[config.mk]
export PLATFORM = sky130hd
export DESIGN_NAME = eclk_bus_bridge
export DESIGN_NICKNAME = d
export VERILOG_FILES = /design/src/rtl/eclk_bus_bridge.sv
export SDC_FILE = /design/constraint.sdc
export NUM_CORES = 1
export LEC_CHECK = 0
export BUFFER_PORTS_ARGS = -buffer_cell sky130_fd_sc_hd__buf_4
export CELL_PAD_IN_SITES_DETAIL_PLACEMENT = 0
export CELL_PAD_IN_SITES_GLOBAL_PLACEMENT = 1
export CORE_ASPECT_RATIO = 1.4
export CORE_UTILIZATION = 41
export DETAILED_ROUTE_END_ITERATION = 8
export PLACE_DENSITY = 0.93
export SLEW_MARGIN = 15
export SYNTH_ARGS = -nofsm -noshare
export SYNTH_HDL_FRONTEND = slang
export SYNTH_SLANG_ARGS = --single-unit
[constraint.sdc]
create_clock -name clk -period 4.7 [get_ports clk]
set_input_delay 0.94 -clock clk [delete_from_list [all_inputs] [get_ports clk]]
set_output_delay 0.94 -clock clk [all_outputs]
set_load 0.02 [all_outputs]
[src/rtl/eclk_bus_bridge.sv]
// eclk_bus_bridge: runs 6800-style synchronous peripheral cycles (VMA/E/select)
// aligned to the 10-phase E period given by the one-hot eclk phase enables.
// A CPU-side request is held until a one-cycle ack (done) or err (timeout).
module eclk_bus_bridge #(
  parameter int DATA_W       = 8,
  parameter int SYNC_TIMEOUT = 31
) (
  input  logic              clk,
  input  logic              reset,
  input  logic [9:0]        eclk,
  input  logic              req,
  input  logic              rnw,
  input  logic [DATA_W-1:0] wdata,
  input  logic [DATA_W-1:0] per_rdata,
  output logic              vma,
  output logic              e,
  output logic              per_sel,
  output logic              per_we,
  output logic [DATA_W-1:0] per_wdata,
  output logic [DATA_W-1:0] rdata,
  output logic              ack,
  output logic              err
);

  typedef enum logic [2:0] {IDLE, SYNC, WAIT_E, XFER, DONE, HOLD} state_t;

  localparam logic [7:0] TIMEOUT = 8'(SYNC_TIMEOUT);

  state_t            state, state_n;
  logic [7:0]        cnt, cnt_n;
  logic              vma_n, sel_n, ack_n, err_n;
  logic              rnw_l, rnw_l_n;
  logic [DATA_W-1:0] wdata_n, rdata_n;

  // Phases 3 and 4 carry no event of their own for this responder.
  logic unused_phases;
  assign unused_phases = ^eclk[4:3];

  // Write strobe is the select qualified by the latched direction.
  assign per_we = per_sel & ~rnw_l;

  // State register.
  always_ff @(posedge clk or posedge reset) begin
    if (reset) state <= IDLE;
    else       state <= state_n;
  end

  // Registered bus outputs, latches and sync timeout counter.
  always_ff @(posedge clk or posedge reset) begin
    if (reset) begin
      cnt       <= '0;
      vma       <= 1'b0;
      per_sel   <= 1'b0;
      ack       <= 1'b0;
      err       <= 1'b0;
      rnw_l     <= 1'b0;
      per_wdata <= '0;
      rdata     <= '0;
    end else begin
      cnt       <= cnt_n;
      vma       <= vma_n;
      per_sel   <= sel_n;
      ack       <= ack_n;
      err       <= err_n;
      rnw_l     <= rnw_l_n;
      per_wdata <= wdata_n;
      rdata     <= rdata_n;
    end
  end

  // E is registered one cycle after its phase enables: high in phases 6..9.
  always_ff @(posedge clk or posedge reset) begin
    if (reset) e <= 1'b0;
    else       e <= eclk[5] | eclk[6] | eclk[7] | eclk[8];
  end

  // Next-state and next-output decode; the checks within a state are in
  // priority order so overlapping (illegal) phase enables resolve predictably.
  always_comb begin
    state_n = state;
    cnt_n   = cnt;
    vma_n   = 1'b0;
    sel_n   = 1'b0;
    ack_n   = 1'b0;
    err_n   = 1'b0;
    rnw_l_n = rnw_l;
    wdata_n = per_wdata;
    rdata_n = rdata;
    case (state)
      IDLE: begin
        if (req) begin
          rnw_l_n = rnw;
          wdata_n = wdata;
          // Early in the period there is still time to own this E-high window.
          if (eclk[0] | eclk[1] | eclk[2]) begin
            state_n = WAIT_E;
            vma_n   = 1'b1;
          end else begin
            state_n = SYNC;
            cnt_n   = '0;
          end
        end
      end
      SYNC: begin
        if (!req) begin
          state_n = IDLE;
        end else if (eclk[0]) begin
          state_n = WAIT_E;
          vma_n   = 1'b1;
        end else begin
          cnt_n = cnt + 8'd1;
          if (cnt_n == TIMEOUT) begin
            err_n   = 1'b1;
            state_n = HOLD;
          end
        end
      end
      WAIT_E: begin
        vma_n = 1'b1;
        if (eclk[5]) begin
          state_n = XFER;
          sel_n   = 1'b1;
        end
      end
      XFER: begin
        if (eclk[9]) begin
          if (rnw_l) rdata_n = per_rdata;
          ack_n   = 1'b1;
          state_n = DONE;
        end else begin
          vma_n = 1'b1;
          sel_n = 1'b1;
        end
      end
      DONE: state_n = HOLD;
      HOLD: begin
        // Requester must drop req for a cycle before a new access starts.
        if (!req) state_n = IDLE;
      end
      default: state_n = IDLE;
    endcase
  end

endmodule

# Yosys cells after proc, flatten, opt, wreduce, memory -nomap -nowiden
# Cells that the tools add are included.
dict set report totals {
  reg_bits 33
}
dict set report classes {
  add_sub_neg 1
  n_eq_ne 14
  mux 28
  bitwise 7
  n_reduce_logical 6
}
# cell n
set ops {}
lappend ops {{$mux W8} 4}
lappend ops {{$mux W3} 7}
lappend ops {{$pmux W3 S6} 1}
lappend ops {{$pmux W8 S2} 1}
lappend ops {{$ne A2 B2 Y1 const B} 7}
lappend ops {{$mux W1} 12}
lappend ops {{$reduce_and A5 Y1} 2}
lappend ops {{$add A8 B1 Y8 const B} 1}
lappend ops {{$eq A8 B5 Y1 const B} 1}
lappend ops {{$eq A3 B2 Y1 const B} 2}
lappend ops {{$eq A3 B3 Y1 const B} 2}
lappend ops {{$or A1 B1 Y1} 5}
lappend ops {{$ne A4 B4 Y1 const B} 1}
lappend ops {{$pmux W1 S4} 1}
lappend ops {{$eq A3 B1 Y1 const B} 1}
lappend ops {{$logic_not A3 Y1} 1}
lappend ops {{$reduce_and A3 Y1} 1}
lappend ops {{$mux W2} 1}
lappend ops {{$pmux W1 S2} 1}
lappend ops {{$reduce_and A2 Y1} 1}
lappend ops {{$reduce_bool A2 Y1} 1}
lappend ops {{$and A1 B1 Y1} 1}
lappend ops {{$not A1 Y1} 1}

# Logic depth before layout (Yosys ltp)
dict set report depth {
  word_depth 6
  ltp_mapped 5
  ltp_nobuf 5
}

# Worst setup path after synthesis
# Ideal clock, no wire load.
dict set report synth_path {
  path_type {input port to flip-flop}
  from {in req}
  to {reg per_wdata[0]}
  arrival_time_ns 1.782
  path_slack_ns 2.793
  stages 3
  path_buffers 0
  path_cell_list {nand2b_4 nor3_2 mux2_2}
}
dict set report synth_via {
  elab_chain_len 1
}
# element line_no
set synth_lines {}
lappend synth_lines {{from (decl)} 11} ;# input logic req,
lappend synth_lines {{$reduce_and A2 Y1 (no source line)} -}
lappend synth_lines {{to (signal assigned)} 66} ;# per_wdata <= wdata_n;
lappend synth_lines {{to (decl)} 19} ;# output logic [DATA_W-1:0] per_wdata,
# No other way between the ends.
# A chain may end at the register's enable or synchronous reset.

# Worst setup path in the final report
dict set report layout_path {
  from {in req}
  to {reg per_wdata[5]}
}
# The elaborated chain is that of the path after synthesis.

==> flow_metrics.py <==
metrics = {
    "outcome": {
        "status": "finished, final reports clean",
    },
    "drt": {
        "wirelength_um": 3110,
        "drc": 0,
        "vias": 1187,
        "avgViaCountPerCell": 5.18,
        "drt_first_pass_iters": 2,
        "drt_iter0_markers": 10,
        "routedWlPerCell_um": 13.6,
        "ant_nets": 0,
    },
    "setup_path": {
        "critPathArrivalTime_ps": 2100,
        "crit_slowest_cell": "nor3_2",
        "crit_path_start_kind": "input port",
        "r2r-start": "state[1]$_DFFE_PP0P_",
        "cp.required_ps": 4860,
        "worst-setup-path-type": "input port to register",
        "slowest_delay_ps": 540,
        "cp_cell_sequence": "buf_4 > nand2b_4 > nor3_2 > mux2_2",
        "r2r_setup_slack_ps": 2950,
        "cp-end-kind": "register",
        "timing.rr.end": "per_wdata[5]$_DFFE_PP0P_",
        "critPathMaxFanout": 9,
        "rr_worst_depth": 3,
    },
    "grt": {
        "grt_max_degree": 34,
        "grt_overflow": 0,
        "grtUsageTotal_pct": 16.9,
        "antenna_found_initial": 0,
        "grt_pass1_vias": 1178,
        "grt_first_pass_wirelength_um": 4950,
    },
    "timing": {
        "finalClockSkew_ps": 3.82,
        "fmax_mhz": 515,
        "hold_violations": 0,
        "relSlewSlack_pct": 52.8,
        "slew_violations": 0,
        "tns_ps": 0,
        "rsz0062_at_grt": "no",
        "whs_ps": 504,
        "min_period_over_period_pct": 41.3,
        "tightest_slew_ps": 705,
        "finalSetupViolations": 0,
        "fin_crit_ps": 1940,
    },
    "logic_synthesis": {
        "synthCells": 132,
        "synth.top_cells.by_area": "dfrtp_1 (53%), mux2_2 (12%), o21ai_0 (2.6%)",
        "netlist.area_leader.share_pct": 52.8,
        "synth_fa_ha_area_share_pct": 1.60,
        "ys_ff_latch": 33,
        "netlist-cell-type-count": 43,
        "netlist_area_sq_um": 1570,
        "avgSynthCellArea_sq_um": 11.9,
        "syn_nets": 164,
        "synth_compound_area_share_pct": 9.99,
        "synth_xor_area_share_pct": 1.68,
        "yosys_warnings": 0,
        "synthMuxAreaShare_pct": 13.5,
        "ys.flop_type": "dfrtp_1",
        "synthSimpleGateAreaFrac_pct": 17.3,
        "ys_seq_area_share_pct": 52.8,
        "yosysTopAreaCell": "dfrtp_1",
        "synth_edf_count": 0,
        "synthArstFlopShare_pct": 100,
        "synth_top_family_by_area": "simple AND/OR/NAND/NOR gates",
    },
    "min_path": {
        "min_from": "rdata[6]$_DFFE_PP0P_",
        "hold_end": "rdata[6]$_DFFE_PP0P_",
        "holdPathStages": 1,
        "hold_path.class": "register to register",
    },
    "place": {
        "globalplace.congestion": 0.832,
        "port_buffers": 49,
        "dp_hpwl_um": 2420,
        "dpl_cell_area_sq_um": 1970,
    },
    "clocking": {
        "clkLatencyLatePin_ps": 270,
        "cts_tree": "done",
        "clockBufferDepth": 2,
        "post_cts_resized": 0,
        "cts_setup_buffers": 0,
        "cts-root-buf": "clkbuf_8",
        "hold_buffers": 0,
        "cts.sinks": 33,
        "htreeDepth": 2,
        "clk_pin_slew_ps": 60,
        "cts_buffers": 5,
    },
    "finish": {
        "final_nets": 218,
        "layout_commonest_cell": "buf_4",
        "n_fill_cell": 319,
        "drive_above_1_share_pct": 46.0,
        "area_growth_pct": 31.1,
        "mostFrequentLayoutCells": "buf_4 (50), dfrtp_1 (33), mux2_2 (17)",
        "n_antenna_cell": 0,
        "regArea_sq_um": 826,
        "fin_area_sq_um": 2050,
        "multi_input_area_sq_um": 689,
    },
    "floorplanning": {
        "dieWidth_um": 54.2,
        "fp.dieH_um": 75.1,
        "row_count": 26,
        "design.portCount": 52,
        "initial_core_util_pct": 43.0,
        "coreArea_sq_um": 3640,
        "die_area_sq_um": 4070,
    },
    "power": {
        "pwr_density_cell_nw_per_um2": 594,
        "vdd_drop_max_uv": 383,
        "p_leak_nw": 0.978,
    },
    "flow_run": {
        "cap_violations": 0,
    },
}
==> per-stage QoR <==
step | util [%] | power [mW] | setup WS, ps | std cells
after floorplan | - | 0.836 | 2790 | 132
after global placement | 54.1 | 1.01 | 2500 | 221
after detailed placement | 54.1 | 1.04 | 2430 | 221
after CTS | 56.3 | 1.24 | 2740 | 229
after global routing | 56.3 | 1.31 | 2710 | 229
final | 56.3 | 1.22 | 2760 | 229
==> flip-flops by register name (all words and copies together) (netlist names) <==
name,count
err,1
rnw_l,1
per_sel,1
per_wdata,8
cnt,8
rdata,8
ack,1
vma,1
e,1
state,3
==> report_power, final <==
group / internal [mW] / leakage, nW / switching (mW)
Sequential: 0.404 / 0.406 / 0.100
Combinational: 0.262 / 0.527 / 0.256
Clock: 0.102 / 0.0450 / 0.0937
==> cell usage after synthesis, drive strengths merged, types with 3 or more instances <==
cell type and instances:
mux2 17, nand2 9, nor4b 3, nand2b 4, nor3 3, buf 3, inv 7, o21ai 9
dfrtp 33, a21o 3, nor2 8
==> worst max-delay path by stage <==
| stage | start | end | depth (start not counted) |
|---|---|---|---|
| after floorplan | req | per_wdata[0]$_DFFE_PP0P_ | 3 |
| after global placement | req | per_wdata[2]$_DFFE_PP0P_ | 4 |
| after detailed placement | req | per_wdata[5]$_DFFE_PP0P_ | 4 |
| after CTS | req | per_wdata[5]$_DFFE_PP0P_ | 4 |
| after global routing | req | per_wdata[5]$_DFFE_PP0P_ | 4 |
| final | req | per_wdata[5]$_DFFE_PP0P_ | 4 |
==> logic make-up (layout without fill, tap and decap cells) <==
group / after synthesis / in the layout
XOR/XNOR: 3 / 3
adder cells (fa/ha/maj): 2 / 2
flip-flops: 33 / 33
multiplexers: 19 / 19
AO/OA/AOI/OAI: 24 / 24
AND/OR/NAND/NOR: 41 / 41
buffers and inverters: 10 / 65
==> layout make-up <==
class / instances / area share [%]
clock buffer: 6 / 3.54
clock inverter: 2 / 0.488
inverter: 7 / 1.28
multi-input combinational: 89 / 33.6
sequential: 33 / 40.2
tap: 42 / 2.56
timing repair buffer: 50 / 18.3
==> worst max-delay path: cells and delay by family <==
| kind | cells | cell delay (ps) |
|---|---|---|
| mux | 1 | 410 |
| simple gates | 2 | 620 |
| buf+inv | 1 | 110 |
==> metal layers <==
metal / part of all wire, % / vias to the layer above / global-route usage, %
met5: 0 / - / 0
met1: 38 / 563 / 17.1
met4: 1.0 / 0 / 5.41
met2: 55 / 44 / 32.1
li1: - / 576 / -
met3: 6.6 / 4 / 4.44
No activity file was read; power rests on OpenSTA's default activity.
